`src/rtl/bram_burst_reader_if.sv`:
```
`default_nettype none
// ============================================================================
//  Module      : bram_burst_reader_if
//  Description : Valid/ready stream bundle carrying burst data words and an
//                end-of-burst marker out of bram_burst_reader.
//  Revision    : 1.0  initial release
// ============================================================================
interface bram_burst_reader_if #(
   parameter int RAM_WIDTH = 16
);
   logic                 valid;
   logic                 ready;
   logic [RAM_WIDTH-1:0] data;
   logic                 last;

   modport master (output valid, output data, output last, input ready);
   modport slave  (input valid, input data, input last, output ready);
endinterface
`default_nettype wire

```
`src/rtl/bram_burst_reader.sv`:
```
`default_nettype none
// ============================================================================
//  Module      : bram_burst_reader
//  Description : Reads a burst of consecutive words (wrapping at the end of
//                the RAM) from a 1-cycle-latency block RAM and streams them
//                out on a valid/ready interface with full backpressure.
//                A 2-entry skid FIFO plus a credit check on every read keeps
//                the pipeline lossless at 1 beat/cycle.
//  Revision    : 1.0  initial release
// ============================================================================
module bram_burst_reader #(
   parameter int RAM_WIDTH  = 16,
   parameter int ADDR_WIDTH = 10,
   parameter int RAM_DEPTH  = 1024
) (
   input  wire logic                  clk,
   input  wire logic                  rst_n,
   input  wire logic                  i_start,
   input  wire logic [ADDR_WIDTH-1:0] i_base_addr,
   input  wire logic [ADDR_WIDTH:0]   i_length,
   output      logic                  o_busy,
   output      logic                  o_done,
   output      logic                  o_bram_rd_en,
   output      logic [ADDR_WIDTH-1:0] o_bram_addr,
   input  wire logic [RAM_WIDTH-1:0]  i_bram_dout,
   bram_burst_reader_if.master        m
);

   localparam logic [ADDR_WIDTH:0] c_one = {{ADDR_WIDTH{1'b0}}, 1'b1};

   // Address arithmetic relies on natural wrap of an ADDR_WIDTH-bit sum.
   generate
      if (RAM_DEPTH != (1 << ADDR_WIDTH)) begin : g_depth_check
         $error("RAM_DEPTH must equal 2**ADDR_WIDTH");
      end
   endgenerate

   typedef enum logic [1:0] {
      S_IDLE  = 2'd0,
      S_RUN   = 2'd1,
      S_DRAIN = 2'd2,
      S_DONE  = 2'd3
   } state_t;

   state_t                r_state;
   state_t                w_next;
   logic [ADDR_WIDTH-1:0] r_base;
   logic [ADDR_WIDTH:0]   r_len;
   logic [ADDR_WIDTH:0]   r_issued;
   logic [ADDR_WIDTH:0]   r_accepted;
   logic                  r_inflight;
   logic [RAM_WIDTH-1:0]  r_fifo [2];
   logic                  r_wptr;
   logic                  r_rptr;
   logic [1:0]            r_occ;

   logic                  w_valid;
   logic                  w_pop;
   logic [2:0]            w_credit;
   logic                  w_rd_en;
   logic                  w_last_issue;
   logic                  w_last_pop;
   logic                  w_accept_start;

   // Handshake, credit and issue decisions for the current cycle.
   always_comb begin
      w_valid        = (r_occ != 2'd0);
      w_pop          = w_valid & m.ready;
      // Words that will be buffered or in flight after this edge, before any new read.
      w_credit       = {1'b0, r_occ} + {2'b00, r_inflight} - {2'b00, w_pop};
      w_rd_en        = (r_state == S_RUN) && (r_issued < r_len) && (w_credit < 3'd2);
      w_last_issue   = w_rd_en && (r_issued == (r_len - c_one));
      w_last_pop     = w_pop && (r_accepted == (r_len - c_one));
      w_accept_start = (r_state == S_IDLE) && i_start;
   end

   // Next-state selection.
   always_comb begin
      w_next = r_state;
      case (r_state)
         S_IDLE:  if (i_start) w_next = (i_length == '0) ? S_DONE : S_RUN;
         S_RUN:   if (w_last_issue) w_next = S_DRAIN;
         S_DRAIN: if (w_last_pop) w_next = S_DONE;
         S_DONE:  w_next = S_IDLE;
         default: w_next = S_IDLE;
      endcase
   end

   // State register; reset abandons any burst in progress.
   always_ff @(posedge clk or negedge rst_n) begin
      if (!rst_n) r_state <= S_IDLE;
      else        r_state <= w_next;
   end

   // Burst descriptor capture and issue/accept counters.
   always_ff @(posedge clk or negedge rst_n) begin
      if (!rst_n) begin
         r_base     <= '0;
         r_len      <= '0;
         r_issued   <= '0;
         r_accepted <= '0;
         r_inflight <= 1'b0;
      end else begin
         r_inflight <= w_rd_en;
         if (w_accept_start) begin
            r_base     <= i_base_addr;
            r_len      <= i_length;
            r_issued   <= '0;
            r_accepted <= '0;
         end else begin
            if (w_rd_en) r_issued   <= r_issued + c_one;
            if (w_pop)   r_accepted <= r_accepted + c_one;
         end
      end
   end

   // Two-entry FIFO catching the word that arrives the cycle after each read.
   always_ff @(posedge clk or negedge rst_n) begin
      if (!rst_n) begin
         r_fifo[0] <= '0;
         r_fifo[1] <= '0;
         r_wptr    <= 1'b0;
         r_rptr    <= 1'b0;
         r_occ     <= 2'd0;
      end else begin
         if (r_inflight) begin
            r_fifo[r_wptr] <= i_bram_dout;
            r_wptr         <= ~r_wptr;
         end
         if (w_pop) r_rptr <= ~r_rptr;
         r_occ <= r_occ + {1'b0, r_inflight} - {1'b0, w_pop};
      end
   end

   // Output drive: BRAM port is combinational, stream comes from the FIFO head.
   always_comb begin
      o_bram_rd_en = w_rd_en;
      o_bram_addr  = r_base + r_issued[ADDR_WIDTH-1:0];
      o_busy       = (r_state == S_RUN) || (r_state == S_DRAIN);
      o_done       = (r_state == S_DONE);
      m.valid      = w_valid;
      m.data       = r_fifo[r_rptr];
      m.last       = w_valid && (r_accepted == (r_len - c_one));
   end

endmodule
`default_nettype wire

```
`src/flat_wrapper.sv`:
```
// flat-port wrapper written by rule: the top's interface ports become plain ports
module bram_burst_reader_flat 
#(
   parameter int RAM_WIDTH  = 16,
   parameter int ADDR_WIDTH = 10,
   parameter int RAM_DEPTH  = 1024
)
  (clk, rst_n, i_start, i_base_addr, i_length, o_busy, o_done, o_bram_rd_en, o_bram_addr, i_bram_dout, m_valid, m_data, m_last, m_ready);
  bram_burst_reader_if #(.RAM_WIDTH(RAM_WIDTH)) m_i ();
  input  wire logic clk;
  input  wire logic rst_n;
  input  wire logic i_start;
  input  wire logic [ADDR_WIDTH-1:0] i_base_addr;
  input  wire logic [ADDR_WIDTH:0] i_length;
  output      logic o_busy;
  output      logic o_done;
  output      logic o_bram_rd_en;
  output      logic [ADDR_WIDTH-1:0] o_bram_addr;
  input  wire logic [RAM_WIDTH-1:0] i_bram_dout;
  output wire logic [$bits(m_i.valid)-1:0] m_valid;
  output wire logic [$bits(m_i.data)-1:0] m_data;
  output wire logic [$bits(m_i.last)-1:0] m_last;
  input wire logic [$bits(m_i.ready)-1:0] m_ready;
  assign m_valid = m_i.valid;
  assign m_data = m_i.data;
  assign m_last = m_i.last;
  assign m_i.ready = m_ready;
  bram_burst_reader #(.RAM_WIDTH(RAM_WIDTH), .ADDR_WIDTH(ADDR_WIDTH), .RAM_DEPTH(RAM_DEPTH)) u_core (.clk(clk), .rst_n(rst_n), .i_start(i_start), .i_base_addr(i_base_addr), .i_length(i_length), .o_busy(o_busy), .o_done(o_done), .o_bram_rd_en(o_bram_rd_en), .o_bram_addr(o_bram_addr), .i_bram_dout(i_bram_dout), .m(m_i));
endmodule
```
`config.mk`:
```
export PLATFORM = sky130hd
export DESIGN_NAME = bram_burst_reader_flat
export DESIGN_NICKNAME = d
export VERILOG_FILES = /design/src/rtl/bram_burst_reader_if.sv /design/src/rtl/bram_burst_reader.sv /design/src/flat_wrapper.sv
export SDC_FILE = /design/constraint.sdc
export NUM_CORES = 1
export LEC_CHECK = 0
export CAP_MARGIN = 20
export CELL_PAD_IN_SITES_DETAIL_PLACEMENT = 1
export CELL_PAD_IN_SITES_GLOBAL_PLACEMENT = 1
export CORE_MARGIN = 10
export CORE_UTILIZATION = 45
export CTS_BUF_LIST = sky130_fd_sc_hd__clkbuf_16
export DETAILED_ROUTE_END_ITERATION = 16
export DONT_BUFFER_PORTS = 1
export GPL_TIMING_DRIVEN = 1
export PLACE_DENSITY = 0.86
export SLEW_MARGIN = 20
export SYNTH_ARGS = -nofsm -noshare
export SYNTH_HDL_FRONTEND = slang
export SYNTH_SLANG_ARGS = --single-unit
```
`constraint.sdc`:
```
create_clock -name clk -period 2.96 [get_ports clk]
set_input_delay 0.296 -clock clk [delete_from_list [all_inputs] [get_ports clk]]
set_output_delay 0.296 -clock clk [all_outputs]
set_load 0.1 [all_outputs]
```
Yosys cells after proc, flatten, opt, wreduce, memory -nomap -nowiden --
Index checks and enable logic that the tools add are counted.
Storage, ports and cells: register bits after elaboration 82, latch bits 0, RAM bits 0, memory bits (read-only) 0, bits of input ports 41, output and inout bits 31, logic and storage cells 66, memories kept 0
Operators by class: $add $sub $neg 8, multiply operators 0, divide/modulo/power cells 0, order comparisons 5, equal/unequal tests 8, shift-type cells 0, multiplexer cells 15, bitwise logic cells 5, reduce and logical (&&, ||, !) cells 14
Operators with widths (number):
- $mux 16 | 4
- $mux 11 | 4
- $bwmux 32 | 1
- $add 11x1->11 const B | 2
- $eq 11x11->1 | 2
- $demux 16 s1 | 1
- $logic_not 11->1 | 1
- $lt 11x11->1 | 1
- $sub 11x1->11 const B | 1
- $add 10x10->10 | 1
- $mux 2 | 4
- $pmux 2 s4 | 1
- $logic_and 1x1->1 | 7
- $reduce_bool 2->1 | 3
- $eq 2x2->1 const B | 2
- $ge 2x2->1 const B | 2
- $ne 2x1->1 const B | 2
- $not 1->2 | 2
- $add 2x1->3 | 1
- $lt 3x2->1 const B | 1
- $reduce_and 3->1 | 1
- $sub 3x1->3 | 1
- $add 2x1->2 | 1
- $eq 2x1->1 const B | 1
- other kinds (7) | 8

Logic depth before layout (Yosys ltp) --
depth after elaboration 8, depth in mapped cells 14, mapped depth without buffers 13

Worst setup path after synthesis --
Ideal clock, no wire load.
kind register to register, start point reg u_core.r_occ[1], end point reg u_core.r_issued[8], library setup time 132 ps, arrival 4287 ps, required time 2828 ps, setup slack -1459 ps, cell stages (with the launch flop) 15, buffers on the path 1, clock period less this slack 4419 ps, cell sequence dfrtp_1 -> or2_2 -> nand2_1 -> inv_1 -> ha_1 -> inv_1 -> ha_1 -> fa_1 -> nor3b_1 -> o2111ai_1 -> a21oi_1 -> clkbuf_1 -> nand4_1 -> xnor2_1 -> nor2_1
Between the ends: longest elaborated chain between the ends 6, elaborated cells between the ends (all ways) 7, those cells by class add/sub: 2; order compare: 1; bitwise: 1; reduce/logical: 3
Ends and longest elaborated chain:
- start: declaration | RTL line bram_burst_reader.sv:55 | logic [1:0] r_occ;
- start signal: assignment | RTL line bram_burst_reader.sv:131 | r_occ <= r_occ + {1'b0, r_inflight} - {1'b0, w_pop};
- $reduce_bool 2->1 | RTL line bram_burst_reader.sv:67 | w_valid = (r_occ != 2'd0);
- named net m_valid | RTL line flat_wrapper.sv:20 | output wire logic [$bits(m_i.valid)-1:0] m_valid;
- $and 1x1->1 | RTL line bram_burst_reader.sv:68 | w_pop = w_valid & m.ready;
- named net u_core.w_pop | RTL line bram_burst_reader.sv:58 | logic w_pop;
- $sub 3x1->3 | RTL line bram_burst_reader.sv:70 | w_credit = {1'b0, r_occ} + {2'b00, r_inflight} - {2'b00, w_pop};
- named net u_core.w_credit[1] | RTL line bram_burst_reader.sv:59 | logic [2:0] w_credit;
- $lt 3x2->1 | RTL line bram_burst_reader.sv:71 | w_rd_en = (r_state == S_RUN) && (r_issued < r_len) && (w_credit < 3'd2);
- $logic_and 1x1->1 | RTL line bram_burst_reader.sv:71
- named net o_bram_rd_en | RTL line flat_wrapper.sv:17 | output logic o_bram_rd_en;
- $reduce_bool 2->1 (no source line)
- end signal: assignment | RTL line bram_burst_reader.sv:111 | if (w_rd_en) r_issued <= r_issued + c_one;
- end: declaration | RTL line bram_burst_reader.sv:49 | logic [ADDR_WIDTH:0] r_issued;
The timed path passes the listed nets, and every way through them passes these cells. A chain may end at the register's enable or synchronous reset.

Worst setup path after layout --
start point reg u_core.r_occ[0], end point out o_bram_rd_en
Between the ends: longest elaborated chain between the ends 5, elaborated cells between the ends (all ways) 6, those cells by class add/sub: 2; order compare: 1; bitwise: 1; reduce/logical: 2
Ends and longest elaborated chain (RTL line):
- $reduce_bool 2->1 | bram_burst_reader.sv:67
- $and 1x1->1 | bram_burst_reader.sv:68
- named net u_core.w_pop | bram_burst_reader.sv:58
- $sub 3x1->3 | bram_burst_reader.sv:70
- named net u_core.w_credit[1] | bram_burst_reader.sv:59
- $lt 3x2->1 | bram_burst_reader.sv:71
- $logic_and 1x1->1 | bram_burst_reader.sv:71
- end: declaration | flat_wrapper.sv:17
The timed path passes the listed nets, and every way through them passes these cells.

==> impl_metrics.csv <==
group,metric,value,unit
sta,fin_hold_ws,0.0818,ns
synthesis,synth-async-reset-ratio,1.00,
synthesis,dominantRegCellSynth,"dfrtp_1",
cts,cts_tree,"built",
die,rows,37,
final_layout,ff_latch_area,2060,µm²
critical_path,r2r-end,"u_core.r_issued[8]",
detailed_routing,ant_nets,0,
detailed_routing,vias,3877,
final_layout,multi_input_area,2890,µm²
detailed_routing,drtIter0Drc,274,
detailed_routing,drc,0,
synthesis,synth_edf_count,0,
critical_path,crit_slowest_cell,"fa_1",
critical_path,crit_path_max_incr_delay,0.48,ns
synthesis,synth_top_area_cell,"dfrtp_1",
critical_path,critPathRequiredTime,2.66,ns
cts,clk_latency,0.35,ns
synthesis,synth_nets,530,
synthesis,synth_cell_types,51,
detailed_routing,drt-vias-per-instance,5.96,
critical_path,path_cells,"or2_4, nand2_4, inv_6, ha_4, inv_2, ha_4, fa_1, nor3b_2, o2111ai_2, a21oi_4, buf_12, buf_12",
critical_path,worstRegToRegCells,16,
status,violations,"setup timing",
sta,relSlewSlack,0.476,
cts,cts_sinks,82,
cts,h-tree-depth,3,
synthesis,syn_inst,457,
worst_hold_path,hold_path.class,"input port to flop",
die,die_h,124,µm
final_layout,drive_gt1_frac,0.351,
final_layout,areaGrowthSynthToFinish,26.2,%
worst_hold_path,hold_depth,2,
die,die_w,124,µm
synthesis,synthesis.area_per_instance,10.6,µm²
critical_path,critPathLaunchType,"flop",
synthesis,synth.most_common_cell,"dfrtp_1",
critical_path,critPathArrivalTime,3.05,ns
detailed_routing,first_pass_iters,4,
worst_hold_path,min_from,"i_base_addr[1]",
global_routing,grt_use_total,0.207,
detailed_routing,wl_per_cell,24.7,µm
final_layout,n_fill_cell,1079,
synthesis,syn-cell-area,4850,µm²
placed_design,hpwl,9970,µm
critical_path,crit_fanout,2,
sta,grt_setup_unrepaired,"true",
sta,hold_viol_final,0,
worst_hold_path,hold_end,"u_core.r_base[1]",
sta,tightest_slew,0.784,ns
placed_design,port-buffer-count,0,
synthesis,synth-seq-cells,82,
global_routing,antenna_found_initial,0,
critical_path,end_kind,"output pin",
synthesis,yosysSeqAreaShare,0.423,
synthesis,yosysWarnings,0,
sta,min_period,3.35,ns
die,fp.coreArea,10400,µm²
die,die_area,15300,µm²
sta,slew_viol_final,0,
sta,finClkSkew,0.00679,ns
global_routing,grt_max_degree,83,
final_layout,fin_nets,583,
cts,root_buffer,"clkbuf_16",
cts,cts_buffers,9,
synthesis,synth_top_cell_area_share,0.423,
die,start_util,0.466,
die,ios,72,
status,outcome,"finished, violations left",
global_routing,grt.overflow.total,0,
critical_path,path_class,"flop to output pin",
placed_design,routabilityCongestion,0.819,
final_layout,diodes,0,
detailed_routing,wl,16100,µm
global_routing,grt_pass1_wl,24400,µm
synthesis,netlist_top_cells_area,"dfrtp_1 42%, mux2_2 13%, ha_1 7.7%, xor2_1 4.7%, xnor2_1 4.0%",
synthesis,yosys-top-cells-count,"82 x dfrtp_1, 57 x mux2_2, 31 x nor2_1",
job,drv_cap,0,
sta,post-route-period-util,1.13,
sta,setup_viol,16,
critical_path,reg2reg_slack,-0.39,ns
sta,fmax,299,MHz
sta,finalWorstSetupSlack,-0.387,ns
cts,clkTransAtPathRegs,0.06,ns
cts,clk_path_buf_depth,2,
global_routing,grt_pass1_vias,4342,
critical_path,r2r_start,"u_core.r_occ[0]",
-- layout make-up --
type	instances	area share
Inverter	26	0.0167
Clock inverter	7	0.0122
Multi-Input combinational cell	332	0.472
Timing Repair Buffer	59	0.0990
Sequential cell	82	0.336
Clock buffer	9	0.0367
Tap cell	136	0.0278
-- through the flow --
stage               TNS, ns  area, µm²  setup slack, ns   util  std cells
finish                -4.25       6130           -0.387  0.588        651
global placement          0       5380           0.0766  0.517        605
global route          -6.01       6130           -0.523  0.588        651
floorplan            -0.694       4980           -0.153      -        457
CTS                   -1.41       6020           -0.217  0.578        643
detailed placement   -0.479       5380           -0.118  0.517        605
-- critical path: cells and delay by family (launching register included) --
kind	cells	cell delay (ns)
simple gates	3	0.61
buf+inv	4	0.38
fa+ha+maj	3	0.88
flops	1	0.40
compound gates	2	0.41
-- layout by cell type (no fill, tap or decap), types with 4 or more instances in the layout --
| cell type | n |
|---|---|
| a21oi_1 | 15 |
| a21oi_2 | 4 |
| and3_1 | 10 |
| buf_12 | 7 |
| buf_4 | 43 |
| clkbuf_16 | 9 |
| dfrtp_1 | 77 |
| dfrtp_2 | 5 |
| ha_1 | 26 |
| inv_1 | 22 |
| inv_6 | 4 |
| mux2_2 | 57 |
| nand2_1 | 27 |
| nand3_1 | 9 |
| nand4_1 | 8 |
| nor2_1 | 31 |
| nor2b_1 | 5 |
| nor3_1 | 7 |
| nor4_1 | 4 |
| o21ai_0 | 16 |
| or3_1 | 5 |
| xnor2_1 | 17 |
| xnor2_2 | 5 |
| xor2_1 | 22 |
-- worst max-delay path by stage --
stage,start,to,slack [ns],cells past startpoint
2_1_floorplan,u_core.r_occ[1],u_core.r_issued[7],-0.15,14
3_3_place_gp,u_core.r_occ[0],o_bram_rd_en,0.08,12
3_5_place_dp,u_core.r_occ[0],u_core.r_issued[8],-0.12,14
4_1_cts,u_core.r_occ[0],o_bram_rd_en,-0.22,12
5_1_grt,u_core.r_occ[0],u_core.r_issued[8],-0.52,16
6_report,u_core.r_occ[0],o_bram_rd_en,-0.39,12
-- timing repair --
action / 4_1_cts / 5_1_grt
resized for setup: 31 / 12
setup buffers: 19 / 8
pin swaps: 12 / 5
hold endpoints to repair: 82 / 0
hold buffers: 2 / 0
setup endpoints to repair: 14 / 18
gates cloned: 1 / 0
-- state kept, by name, indices dropped and copies added (netlist names), 2 cells and up --
signal and cells:
u_core.r_fifo 32, u_core.r_state 2, u_core.r_len 11, u_core.r_base 10, u_core.r_accepted 11, u_core.r_occ 2, u_core.r_issued 11
-- routing by layer --
layer  global-route usage  up-vias  routed length (µm)
li1                     -     1699                   -
met1                0.229     1997                5870
met2                0.371      133                8850
met3               0.0353       48                 639
met4                0.114        0                 747
met5                    0        -                   0
-- cells by family after synthesis --
family | count (synthesis) | share of synthesized area
buffers and inverters | 43 | 0.0350
AND/OR/NAND/NOR | 135 | 0.147
adder cells (fa/ha/maj) | 32 | 0.0856
AO/OA/AOI/OAI | 56 | 0.0719
flip-flops | 82 | 0.423
multiplexers | 57 | 0.132
XOR/XNOR | 52 | 0.105
Power is not shown: default switching activity piles up to over one toggle a cycle in this logic, so the estimate is an artifact.
